==> config.mk <==
export PLATFORM = sky130hd
export DESIGN_NAME = const_shift_decoder
export DESIGN_NICKNAME = d
export VERILOG_FILES = /design/src/rtl/const_shift_pkg.sv /design/src/rtl/const_shift_candidate_chk.sv /design/src/rtl/const_shift_decoder.sv
export SDC_FILE = /design/constraint.sdc
export NUM_CORES = 1
export LEC_CHECK = 0
export CAP_MARGIN = 40
export CORE_MARGIN = 2
export CORE_UTILIZATION = 55
export CTS_BUF_LIST = sky130_fd_sc_hd__clkbuf_16
export DETAILED_ROUTE_END_ITERATION = 8
export DONT_BUFFER_PORTS = 1
export GPL_TIMING_DRIVEN = 0
export PLACE_DENSITY_LB_ADDON = 0.1
export SYNTH_ARGS = -nofsm -noshare
export SYNTH_HDL_FRONTEND = slang
export SYNTH_SLANG_ARGS = --single-unit
==> constraint.sdc <==
create_clock -name clk -period 7.42 [get_ports clk]
set_input_delay 1.484 -clock clk [delete_from_list [all_inputs] [get_ports clk]]
set_output_delay 1.484 -clock clk [all_outputs]
set_load 0.01 [all_outputs]
==> src/rtl/const_shift_pkg.sv <==
// Shared widths, result/operand field offsets and decoder state encoding
// for the const_shift packing and its decoder.
package const_shift_pkg;
   localparam int W  = 8;
   localparam int SW = 3;

   // res_flat carries three W-bit fields; slot n occupies [n*W +: W]
   localparam int RES_SHL_SLOT  = 2;
   localparam int RES_SHR_SLOT  = 1;
   localparam int RES_ASHR_SLOT = 0;

   // op_flat: shift amount at the bottom, recovered data directly above it
   localparam int OP_AMT_LSB = 0;

   typedef enum logic [1:0] {IDLE, SEARCH, DONE} dec_state_t;
endpackage

==> src/rtl/const_shift_candidate_chk.sv <==
// Combinational test of one candidate shift amount: rebuilds the data word
// from the shl/shr fields and checks it reproduces all three results.
module const_shift_candidate_chk #(
   parameter int W  = const_shift_pkg::W,
   parameter int SW = const_shift_pkg::SW
) (
   input  logic [W-1:0]  shl_i,
   input  logic [W-1:0]  shr_i,
   input  logic [W-1:0]  ashr_i,
   input  logic [SW-1:0] s_i,
   output logic [W-1:0]  d_o,
   output logic          match_o
);
   logic [W-1:0] d_shl;
   logic [W-1:0] d_shr;
   logic [W-1:0] d_ashr;

   always_comb begin
      // Bits covered by neither shifted field stay 0 (the unobservable middle)
      d_o     = (shr_i << s_i) | (shl_i >> s_i);
      d_shl   = d_o << s_i;
      d_shr   = d_o >> s_i;
      d_ashr  = $signed(d_o) >>> s_i;
      match_o = (d_shl == shl_i) && (d_shr == shr_i) && (d_ashr == ashr_i);
   end
endmodule

==> src/rtl/const_shift_decoder.sv <==
// Inverts the const_shift result packing by searching shift amounts one per
// cycle. Define CONST_SHIFT_DEC_AMBIG_EN for a full search with op_ambig.
module const_shift_decoder #(
   parameter int W         = const_shift_pkg::W,
   parameter int MAX_SHIFT = W - 1
) (
   input  logic                    clk,
   input  logic                    rst,
   input  logic [3*W-1:0]          res_flat,
   input  logic                    res_valid,
   output logic                    res_ready,
   output logic [W+$clog2(W)-1:0]  op_flat,
   output logic                    op_valid,
   input  logic                    op_ready,
   output logic                    op_err,
`ifdef CONST_SHIFT_DEC_AMBIG_EN
   output logic                    op_ambig,
`endif
   output logic                    op_partial
);
   import const_shift_pkg::*;

   localparam int AMT_W = $clog2(W);
   localparam logic [AMT_W-1:0] MAX_S = AMT_W'(MAX_SHIFT);

   dec_state_t       state_q, state_d;
   logic [AMT_W-1:0] s_q, s_d;
   logic [3*W-1:0]   word_q, word_d;
   logic [W-1:0]     data_q, data_d;
   logic [AMT_W-1:0] amt_q, amt_d;
   logic             err_q, err_d;
   logic             partial_q, partial_d;
   logic             op_valid_q, op_valid_d;
`ifdef CONST_SHIFT_DEC_AMBIG_EN
   logic             found_q, found_d;
   logic             ambig_q, ambig_d;
`endif

   logic [W-1:0]     cand_d;
   logic             cand_match;

   const_shift_candidate_chk #(.W(W), .SW(AMT_W)) u_chk (
      .shl_i   (word_q[RES_SHL_SLOT*W  +: W]),
      .shr_i   (word_q[RES_SHR_SLOT*W  +: W]),
      .ashr_i  (word_q[RES_ASHR_SLOT*W +: W]),
      .s_i     (s_q),
      .d_o     (cand_d),
      .match_o (cand_match)
   );

   always_comb begin
      state_d    = state_q;
      s_d        = s_q;
      word_d     = word_q;
      data_d     = data_q;
      amt_d      = amt_q;
      err_d      = err_q;
      partial_d  = partial_q;
      op_valid_d = 1'b0;
      res_ready  = 1'b0;
`ifdef CONST_SHIFT_DEC_AMBIG_EN
      found_d    = found_q;
      ambig_d    = ambig_q;
`endif
      case (state_q)
         IDLE: begin
            res_ready = 1'b1;
            if (res_valid) begin
               word_d  = res_flat;
               s_d     = '0;
               state_d = SEARCH;
`ifdef CONST_SHIFT_DEC_AMBIG_EN
               found_d = 1'b0;
               ambig_d = 1'b0;
`endif
            end
         end
         SEARCH: begin
`ifdef CONST_SHIFT_DEC_AMBIG_EN
            // Keep the smallest match; any later match only flags ambiguity
            if (cand_match) begin
               found_d = 1'b1;
               if (found_q) begin
                  ambig_d = 1'b1;
               end else begin
                  data_d    = cand_d;
                  amt_d     = s_q;
                  err_d     = 1'b0;
                  partial_d = (2 * int'(s_q)) > W;
               end
            end
            if (s_q == MAX_S) begin
               state_d = DONE;
               if (!found_q && !cand_match) begin
                  data_d    = '0;
                  amt_d     = '0;
                  err_d     = 1'b1;
                  partial_d = 1'b0;
               end
            end else begin
               s_d = s_q + AMT_W'(1);
            end
`else
            if (cand_match) begin
               data_d    = cand_d;
               amt_d     = s_q;
               err_d     = 1'b0;
               partial_d = (2 * int'(s_q)) > W;
               state_d   = DONE;
            end else if (s_q == MAX_S) begin
               data_d    = '0;
               amt_d     = '0;
               err_d     = 1'b1;
               partial_d = 1'b0;
               state_d   = DONE;
            end else begin
               s_d = s_q + AMT_W'(1);
            end
`endif
         end
         DONE: begin
            // op_valid is registered, so it rises one cycle after entering DONE
            if (op_valid_q && op_ready) state_d = IDLE;
            else                        op_valid_d = 1'b1;
         end
         default: state_d = IDLE;
      endcase
   end

   always_ff @(posedge clk or posedge rst) begin
      if (rst) begin
         state_q    <= IDLE;
         s_q        <= '0;
         word_q     <= '0;
         data_q     <= '0;
         amt_q      <= '0;
         err_q      <= 1'b0;
         partial_q  <= 1'b0;
         op_valid_q <= 1'b0;
`ifdef CONST_SHIFT_DEC_AMBIG_EN
         found_q    <= 1'b0;
         ambig_q    <= 1'b0;
`endif
      end else begin
         state_q    <= state_d;
         s_q        <= s_d;
         word_q     <= word_d;
         data_q     <= data_d;
         amt_q      <= amt_d;
         err_q      <= err_d;
         partial_q  <= partial_d;
         op_valid_q <= op_valid_d;
`ifdef CONST_SHIFT_DEC_AMBIG_EN
         found_q    <= found_d;
         ambig_q    <= ambig_d;
`endif
      end
   end

   assign op_flat[OP_AMT_LSB +: AMT_W]       = amt_q;
   assign op_flat[OP_AMT_LSB + AMT_W +: W]   = data_q;
   assign op_valid   = op_valid_q;
   assign op_err     = err_q;
   assign op_partial = partial_q;
`ifdef CONST_SHIFT_DEC_AMBIG_EN
   assign op_ambig   = ambig_q;
`endif
endmodule

==> results of run 1 <==
## power by group
| part | leakage [nW] | switching [mW] | internal, mW |
|---|---|---|---|
| sequential | 0.550 | 0.0880 | 0.315 |
| combinational | 0.941 | 0.818 | 0.473 |
| clock | 0.0838 | 0.0957 | 0.159 |
## worst reg2reg max path: cells and delay by family (launching register included)
family                 cells  cell delay (ps)
multiplexers               1              210
flip-flops                 1              400
AO/OA/AOI/OAI              3              790
buffers and inverters      4             1190
AND/OR/NAND/NOR            3             1130
## layer usage
metal | vias to the layer above | wire, um
li1 | 1455 | -
met5 | - | 0
met1 | 1568 | 4623
met2 | 222 | 4883
met4 | 0 | 344
met3 | 38 | 1018
## cell type report
| class | instances | area [um^2] |
|---|---|---|
| flip-flops and latches | 43 | 1076 |
| fillers | 523 | 2282 |
| inverters | 11 | 41.29 |
| plain buffers | 36 | 192.7 |
| repair buffers | 1 | 20.02 |
| clock inverters | 3 | 43.79 |
| multi-input cells | 323 | 1976 |
| clock buffers | 5 | 125.1 |
| well taps | 75 | 93.84 |
## sequential cells by signal, summed over array words and instances (netlist names)
signal,cells
op_valid,1
state_q,2
s_q,3
op_partial,1
word_q,24
amt_q,3
data_q,8
op_err,1
## how the worst min path moves through the flow
stage,start,endpoint,slack (ps),cells after the start
3_3_place_gp,state_q[0],op_valid,480,1
3_5_place_dp,word_q[4],word_q[4],500,2
2_1_floorplan,state_q[0],op_valid,460,1
5_1_grt,state_q[0],op_valid,530,1
6_report,state_q[0],op_valid,510,1
4_1_cts,state_q[0],op_valid,500,1
## layout by cell type, fill, tap and decap left out, drive strengths merged, types with 9 or more instances in the layout
master / count
nand2: 105
dfrtp: 43
nor2: 31
mux2i: 30
clkbuf: 25
o21ai: 22
buf: 17
a21oi: 14
inv: 11
nor3: 10
nand2b: 9
## cell usage after synthesis, types with 5 or more instances
library cell / n / area share [%]
o21ai_0: 21 / 3.2
a211oi_1: 5 / 1.1
nand2_1: 105 / 12
nor2_1: 31 / 3.5
inv_1: 10 / 1.1
buf_2: 6 / 0.91
clkbuf_1: 19 / 2.2
nor3_1: 9 / 1.4
mux2_2: 6 / 2.1
dfrtp_1: 43 / 33
mux2i_1: 30 / 9.1
and2_1: 5 / 0.95
o31ai_1: 6 / 1.4
nand3_1: 5 / 0.76
a21oi_1: 14 / 2.1
nand2b_1: 9 / 1.7
## logic make-up after synthesis
family                     count (synthesis)  share of synthesized area (%)
AOI/OAI and AO/OA                         89                          19.23
muxes                                     39                          12.91
DFF                                       43                          32.75
xor gates and xnor gates                   6                          1.600
adders and majority gates                  3                          1.143
and+or+nand+nor                          186                          25.25
buffers and inverters                     47                          7.121
## through the flow
| step | util [%] | instance area (um^2) | setup slack (ps) | hold WS, ps | total power, mW |
|---|---|---|---|---|---|
| floorplan | - | 3286 | 4431 | 459.7 | 1.293 |
| global placement | 57.76 | 3379 | 3714 | 481.7 | 1.644 |
| detailed placement | 58.11 | 3400 | 3712 | 496.6 | 1.649 |
| CTS | 60.99 | 3568 | 3687 | 499.8 | 1.907 |
| global route | 60.99 | 3568 | 3428 | 527.6 | 2.062 |
| finish | 60.99 | 3568 | 3598 | 505.4 | 1.949 |
==> qor.csv, run 1 <==
stage,metric,value,unit
hold_path,Worst Hold Class,flip-flop to flip-flop,
clocking,CTS H-tree lvls,2,
sta,Slew Limit Fails,0,
floorplan,die height,81.29,um
worst_setup_path,reg2reg start,s_q[2],
sta,final-report setup violation count,0,
global_route,vias in the first global route,3109,
sta,Hold Fails Final Rpt,0,
clocking,Post-CTS Resized,0,
sta,min Tclk post-route,3822,ps
global_route,initial antenna violation count,0,
worst_setup_path,crit path capture,data_q[5],
final_layout,nets,452,
clocking,Max Root-Sink Buffers,2,
worst_setup_path,number of cells on the critical path,11,
synthesis,syn avg cell area,7.956,um^2
worst_setup_path,Reg2Reg Depth,11,
floorplan,# rows,28,
worst_setup_path,CP cell instances,buf_2 > inv_1 > clkbuf_1 > o21ai_0 > o21ai_0 > nand3b_1 > o2111ai_1 > or4_4 > nor3_4 > buf_8 > mux2i_1,
power_and_ir_drop,peak supply drop,0.2742,mV
sta,headroom to the max-slew limit,55.76,%
synthesis,Synth Instances,413,
worst_setup_path,Worst setup EP type,flip-flop,
drt,total iterations of the first detailed-routing run,5,
synthesis,number of synthesized flops with an enable pin,0,
drt,vias per cell,6.606,
worst_setup_path,critical path class,flip-flop to flip-flop,
synthesis,ys async rst share,100.0,%
global_route,Most Crowded Layer GR,met2,
global_route,pin count of the biggest net entering global routing,29,
synthesis,Post-Syn Area,0.003286,mm^2
worst_setup_path,Critical Path Most Common Cell,o21ai_0,
drt,final WL,10870,um
floorplan,Top Ports,43,
global_route,met3 usage,7.667,%
synthesis,register area share after synthesis,32.75,%
run_status,status,"finished, final reports clean",
placement,DP Wirelength,8048,um
sta,Clock Skew,5.962,ps
floorplan,Die Span X,81.29,um
global_route,GRT met2 Usage,53.77,%
worst_setup_path,Max stage delay on crit path,590,ps
floorplan,Starting Density,56.16,%
final_layout,fin cells,497,
placement,dpl cells,489,
worst_setup_path,kind of cell adding the most delay to the critical path,buffers and inverters,
global_route,M1 GR Usage,48.32,%
synthesis,YS warnings,0,
global_route,global-route wire length before repair,17040,um
power_and_ir_drop,Pwr Density,546.2,mW/mm^2
drt,routed len/inst,21.87,um
power_and_ir_drop,LEAKAGE,1.575,nW
worst_setup_path,WP buf/inv,4,
worst_setup_path,critical path launch point type,flip-flop,
sta,Worst Tran Pin Value,663.5,ps
synthesis,Cell variety after synth,63,
global_route,gr ovfl total,0,
final_layout,ant diodes,0,
drt,DRC Markers,0,
final_layout,share of cells above drive strength 1,9.953,%
clocking,CTS Hold Bufs,0,
clocking,post-CTS setup repair buffer count,0,
worst_setup_path,CP Launch Point,s_q[2],
clocking,clock slew at reported path FFs,60,ps
placement,Final Wtd Congestion,1.034,
floorplan,Die Area,0.006608,mm^2
drt,total number of vias,3283,
final_layout,"Area growth, synth to finish",8.606,%
sta,Highest Clock Rate,261.6,MHz
worst_setup_path,CP Max Fanout,10,
drt,remaining antenna violation count after routing,0,
drt,initial DRC count,337,
worst_setup_path,reg-to-reg endpoint,data_q[5],
placement,# port buffers,0,
worst_setup_path,CP max-delay cell,or4_4,
sta,Setup TNS Final,0,ps
job,Max-Cap Viols,0,
clocking,Num CTS Buffers,5,
clocking,Skew-Pair Late Insertion Delay,290,ps
worst_setup_path,r2r setup slk,3600,ps
clocking,clk root buf,clkbuf_16,
clocking,clk sink count,43,
global_route,All-Layer GR Usage,35.36,%
synthesis,ys flop type,dfrtp_1,
sta,fin crit share,51.51,%
sta,RSZ-0062 raised after global routing,no,
clocking,CTS tree,built,
synthesis,Seq cells post-synth,43,
worst_setup_path,Worst EP required,7630,ps
synthesis,syn_nets,444,
floorplan,area of the core,0.005851,mm^2
worst_setup_path,Critical Path AT,4030,ps
No activity file was read; power rests on OpenSTA's default activity.
==> inputs of run 2 (changes only) <==
==> constraint.sdc (replaced) <==
create_clock -name clk -period 3.6 [get_ports clk]
set_input_delay 0.72 -clock clk [delete_from_list [all_inputs] [get_ports clk]]
set_output_delay 0.72 -clock clk [all_outputs]
set_load 0.01 [all_outputs]
==> run 2 against run 1 <==
  * Clock-buffer cell count is the same
  * Register-to-register slack lost 3500 ps
  * Sequential cell count is the same
  * Global-route usage is essentially flat
  * Power grew 110%
  * Via count grew 0.55%
  * Combinational power grew 110%
  * Highest routed layer unchanged
==> qor.csv, run 2 (synthesized netlist as in run 1, its figures left out) <==
stage,metric,value,unit
run_status,status,"finished, final reports clean",
final_layout,Top reg by flops,word_q,
power_and_ir_drop,Design Power,4.028,mW
floorplan,Die Span X,81.29,um
power_and_ir_drop,LEAKAGE,1.616,nW
worst_setup_path,CP cell instances,clkbuf_1 > mux2i_1 > mux2i_1 > or2_1 > o31ai_2 > xnor2_1 > a211o_1 > or4_1 > nor3_4 > buf_8 > mux2i_1,
clocking,CTS tree,built,
global_route,met3 usage,7.778,%
sta,Highest Clock Rate,289.7,MHz
drt,vias per cell,6.589,
sta,Clock Skew,4.260,ps
sta,min Tclk post-route,3452,ps
global_route,GRT met2 Usage,53.36,%
worst_setup_path,Critical Path Most Common Cell,mux2i_1,
sta,Slew Limit Fails,0,
clocking,CTS H-tree lvls,2,
worst_setup_path,reg2reg start,word_q[11],
global_route,gr ovfl total,0,
floorplan,area of the core,0.005851,mm^2
final_layout,Largest regs,"word_q: 24 flops, data_q: 8 flops",
placement,Final Wtd Congestion,1.034,
floorplan,# rows,28,
sta,Hold Fails Final Rpt,0,
global_route,pin count of the biggest net entering global routing,29,
final_layout,max FFs per register,24,
global_route,M1 GR Usage,47.91,%
drt,total number of vias,3301,
clocking,Skew-Pair Late Insertion Delay,290,ps
final_layout,"most common cell after layout, fill and taps aside",nand2_1,
floorplan,Top Ports,43,
worst_setup_path,CP Launch Point,word_q[11],
floorplan,Die Area,0.006608,mm^2
clocking,clk sink count,43,
global_route,initial antenna violation count,0,
clocking,CTS Hold Bufs,0,
drt,routed len/inst,21.97,um
global_route,global-route wire length before repair,17020,um
hold_path,Worst Hold Class,input port to async pin,
power_and_ir_drop,peak supply drop,0.5642,mV
job,Max-Cap Viols,0,
placement,DP Wirelength,8048,um
final_layout,ant diodes,0,
clocking,clk root buf,clkbuf_16,
sta,headroom to the max-slew limit,55.54,%
worst_setup_path,Worst EP required,3810,ps
worst_setup_path,critical path class,flip-flop to flip-flop,
global_route,vias in the first global route,3107,
drt,initial DRC count,367,
final_layout,"Area growth, synth to finish",9.787,%
worst_setup_path,critical path launch point type,flip-flop,
worst_setup_path,CP max-delay cell,or4_1,
sta,Worst Tran Pin Value,667.0,ps
final_layout,share of cells above drive strength 1,12.44,%
clocking,Num CTS Buffers,5,
drt,total iterations of the first detailed-routing run,5,
sta,final-report setup violation count,0,
drt,final WL,11010,um
floorplan,Starting Density,56.16,%
worst_setup_path,Worst setup EP type,flip-flop,
power_and_ir_drop,Pwr Density,1117,mW/mm^2
final_layout,nets,456,
worst_setup_path,Max stage delay on crit path,580,ps
global_route,All-Layer GR Usage,35.31,%
placement,# port buffers,0,
final_layout,"commonest cells after routing, fill and taps aside","nand2_1, dfrtp_1, nor2_1",
floorplan,die height,81.29,um
global_route,Most Crowded Layer GR,met2,
clocking,Max Root-Sink Buffers,2,
sta,fin crit share,95.90,%
worst_setup_path,Critical Path AT,3660,ps
sta,Fin Hold WS,280.4,ps
drt,remaining antenna violation count after routing,0,
worst_setup_path,CP Max Fanout,10,
clocking,clock slew at reported path FFs,60,ps
drt,DRC Markers,0,
==> run 2: changes by cell type in the layout (fill, tap and decap cells not counted) <==
| cell | change |
|---|---|
| clkbuf_2 | +7 |
| buf_4 | +4 |
| clkbuf_1 | -6 |
| o21ai_1 | +1 |
| o21ai_0 | -1 |
| buf_1 | -1 |
==> run 2: path summary, 6_finish.rpt <==
path | to | slack, ps | depth (start not counted)
worst max-delay path | data_q[5] | 150 | 11
worst min-delay path | amt_q[2] | 280 | 1
worst max register to register | data_q[5] | 150 | 11
worst min register to register | word_q[4] | 510 | 2
max in group asynchronous | word_q[11] | 2840 | 2
min in group clk | word_q[4] | 510 | 2
==> run 2: final cells by class <==
cell class                      count  area, um^2
Clock buffer                        5       125.1
Timing Repair Buffer                5       50.05
Tap cell                           75       93.84
Inverter                           11       41.29
Clock inverter                      3       43.79
Buffer                             36       201.4
Fill cell                         529        2243
Sequential cell                    43        1076
Multi-Input combinational cell    323        1976
==> run 2: report_power, final <==
group	switching, mW	leakage [nW]	total (mW)	internal [mW]
logic	1.69	0.982	2.67	0.986
registers	0.184	0.550	0.834	0.649
clock network	0.196	0.0838	0.523	0.327
total	2.07	1.62	4.03	1.96
==> run 2: worst max-delay path: cells and delay by family (launching register included) <==
family | cells | cell delay [ps]
simple gates | 3 | 1230
buf+inv | 2 | 650
mux | 3 | 600
compound gates | 2 | 390
flops | 1 | 340
xor+xnor | 1 | 160
==> run 2: repair_timing <==
action	4_1_cts	5_1_grt
gates resized for setup	3	8
pin swaps	0	1
setup buffers	0	4
setup endpoints to repair	10	15
==> run 2: metal layers <==
layer  part of all wire, %  vias up  wire length, um
li1                      -     1471                -
met1                    42     1561             4641
met2                    45      230             4966
met3                   9.2       39             1016
met4                   3.5        0              382
met5                     0        -                0
==> run 2: metrics by stage <==
step | cells | setup slack, ps | setup TNS, ps | utilization, % | instance area (um^2)
finish | 501 | 147.8 | 0 | 61.66 | 3607
global route | 501 | -32.35 | -144.8 | 61.66 | 3607
CTS | 497 | 7.951 | 0 | 61.06 | 3572
detailed placement | 489 | -108.1 | -872.2 | 58.11 | 3400
global placement | 488 | -106.4 | -905.2 | 57.76 | 3379
floorplan | 413 | 610.8 | 0 | - | 3286
==> inputs of run 3 (changes only) <==
--- a/config.mk
+++ b/config.mk
@@ -13,6 +13,7 @@
 export DONT_BUFFER_PORTS = 1
 export GPL_TIMING_DRIVEN = 0
 export PLACE_DENSITY_LB_ADDON = 0.1
+export RECOVER_POWER = 50
 export SYNTH_ARGS = -nofsm -noshare
 export SYNTH_HDL_FRONTEND = slang
 export SYNTH_SLANG_ARGS = --single-unit
==> run 3 against run 2 <==
  * Die area unchanged
  * Combinational power about the same
  * Worst setup slack got worse by 18 ps
==> qor.csv, run 3 (synthesized netlist as in run 1, its figures left out) <==
stage,metric,value,unit
job,Max-Cap Viols,0,
worst_setup_path,Max stage delay on crit path,670,ps
worst_setup_path,critical path class,flip-flop to flip-flop,
sta,final-report setup violation count,0,
floorplan,Die Span X,81.29,um
worst_setup_path,reg2reg start,s_q[0],
drt,total number of vias,3337,
clocking,CTS tree,built,
floorplan,die height,81.29,um
final_layout,final core occ,61.38,%
final_layout,max FFs per register,24,
final_layout,Top reg by flops,word_q,
placement,Final Wtd Congestion,1.034,
sta,Setup TNS Final,0,ps
drt,vias per cell,6.661,
worst_setup_path,Critical Path AT,3680,ps
sta,Clock Skew,4.290,ps
placement,dpl cells,489,
final_layout,Largest regs,"word_q: 24 flops, data_q: 8 flops",
global_route,vias in the first global route,3107,
sta,Worst Tran Pin Value,1481,ps
final_layout,"commonest cells after routing, fill and taps aside","nand2_1, dfrtp_1, nor2_1",
worst_setup_path,kind of cell adding the most delay to the critical path,buffers and inverters,
drt,Metal-1 WL,4609,um
drt,met3 WL post-DR,1033,um
sta,Highest Clock Rate,288.2,MHz
drt,routed len/inst,21.99,um
drt,total iterations of the first detailed-routing run,5,
worst_setup_path,CP cell instances,buf_6 > buf_4 > buf_4 > buf_4 > buf_2 > o21ai_0 > nand2_1 > o311ai_0 > or4_1 > nor3_4 > buf_8 > mux2i_1,
global_route,global-route wire length before repair,17020,um
drt,remaining antenna violation count after routing,0,
final_layout,ant diodes,0,
final_layout,nets,456,
clocking,Num CTS Buffers,5,
clocking,clock slew at reported path FFs,60,ps
worst_setup_path,WP buf/inv,6,
drt,DRC Markers,0,
clocking,CTS Hold Bufs,0,
floorplan,Starting Density,56.16,%
drt,Met2 Routed Length,4951,um
floorplan,# rows,28,
drt,final WL,11020,um
final_layout,filler instances,531,
worst_setup_path,CP max-delay cell,or4_1,
clocking,clk sink count,43,
power_and_ir_drop,peak supply drop,0.5602,mV
floorplan,area of the core,0.005851,mm^2
global_route,pin count of the biggest net entering global routing,29,
worst_setup_path,CP Max Fanout,10,
power_and_ir_drop,Pwr Density,1124,mW/mm^2
clocking,Max Root-Sink Buffers,2,
worst_setup_path,Worst setup EP type,flip-flop,
floorplan,Die Area,0.006608,mm^2
final_layout,"Area growth, synth to finish",9.292,%
worst_setup_path,CP Launch Point,s_q[0],
clocking,Skew-Pair Late Insertion Delay,290,ps
sta,Hold Fails Final Rpt,0,
clocking,clk root buf,clkbuf_16,
clocking,CTS H-tree lvls,2,
worst_setup_path,Worst EP required,3810,ps
final_layout,"most common cell after layout, fill and taps aside",nand2_1,
drt,Top Metal Used,met4,
power_and_ir_drop,LEAKAGE,1.609,nW
drt,initial DRC count,375,
sta,fin crit share,96.39,%
global_route,All-Layer GR Usage,35.31,%
run_status,status,"finished, final reports clean",
sta,min Tclk post-route,3470,ps
sta,Slew Limit Fails,0,
sta,headroom to the max-slew limit,1.269,%
hold_path,Worst Hold Class,input port to async pin,
floorplan,Top Ports,43,
placement,# port buffers,0,
final_layout,fin cells,501,
global_route,initial antenna violation count,0,
worst_setup_path,Critical Path Most Common Cell,buf_4,
final_layout,share of cells above drive strength 1,11.97,%
worst_setup_path,critical path launch point type,flip-flop,
placement,DP Wirelength,8048,um
global_route,gr ovfl total,0,
==> run 3: area by class of cell <==
cell class	count	area [um^2]	area share [%]
buffer	36	201.4	5.610
clock buffer	5	125.1	3.484
clock inverter	3	43.79	1.220
inverter	11	41.29	1.150
multi-input combinational	323	1976	55.02
sequential	43	1076	29.97
tap	75	93.84	2.613
timing repair buffer	5	33.78	0.9408
==> run 3: per-layer routing <==
metal | vias to the layer above | track usage (%)
met5 | - | 0
met4 | 0 | 16.61
met3 | 47 | 7.778
met2 | 229 | 53.36
met1 | 1595 | 47.91
li1 | 1466 | -
==> run 3: power by group <==
part	leakage (nW)	internal, mW	switching [mW]
Combinational	0.975	0.984	1.70
Clock	0.0838	0.327	0.197
Sequential	0.550	0.649	0.184
Total	1.61	1.96	2.08
==> run 3: through the flow <==
| stage | total power, mW | cell area, um^2 | setup slack, ps | hold WS [ps] |
|---|---|---|---|---|
| global placement | 3.389 | 3379 | -106.4 | 481.7 |
| finish | 4.037 | 3591 | 130.1 | 377.0 |
| global route | 4.262 | 3591 | -32.35 | 450.7 |
| CTS | 3.934 | 3572 | 7.951 | 290.3 |
| floorplan | 2.665 | 3286 | 610.8 | 459.7 |
| detailed placement | 3.399 | 3400 | -108.1 | 496.6 |
==> run 3: worst paths after layout <==
check	to	slack [ps]	cells past startpoint
setup / recovery	data_q[5]	130	12
hold / removal	amt_q[2]	380	1
setup reg to reg	data_q[5]	130	12
hold reg to reg	op_valid	500	1
max in group asynchronous	word_q[0]	1450	2
min in group clk	op_valid	500	1
==> run 3: timing repair <==
item                       CTS  global route
setup endpoints to repair   10            15
gates resized for setup      3             8
pin swaps                    0             1
buffers inserted             0             4
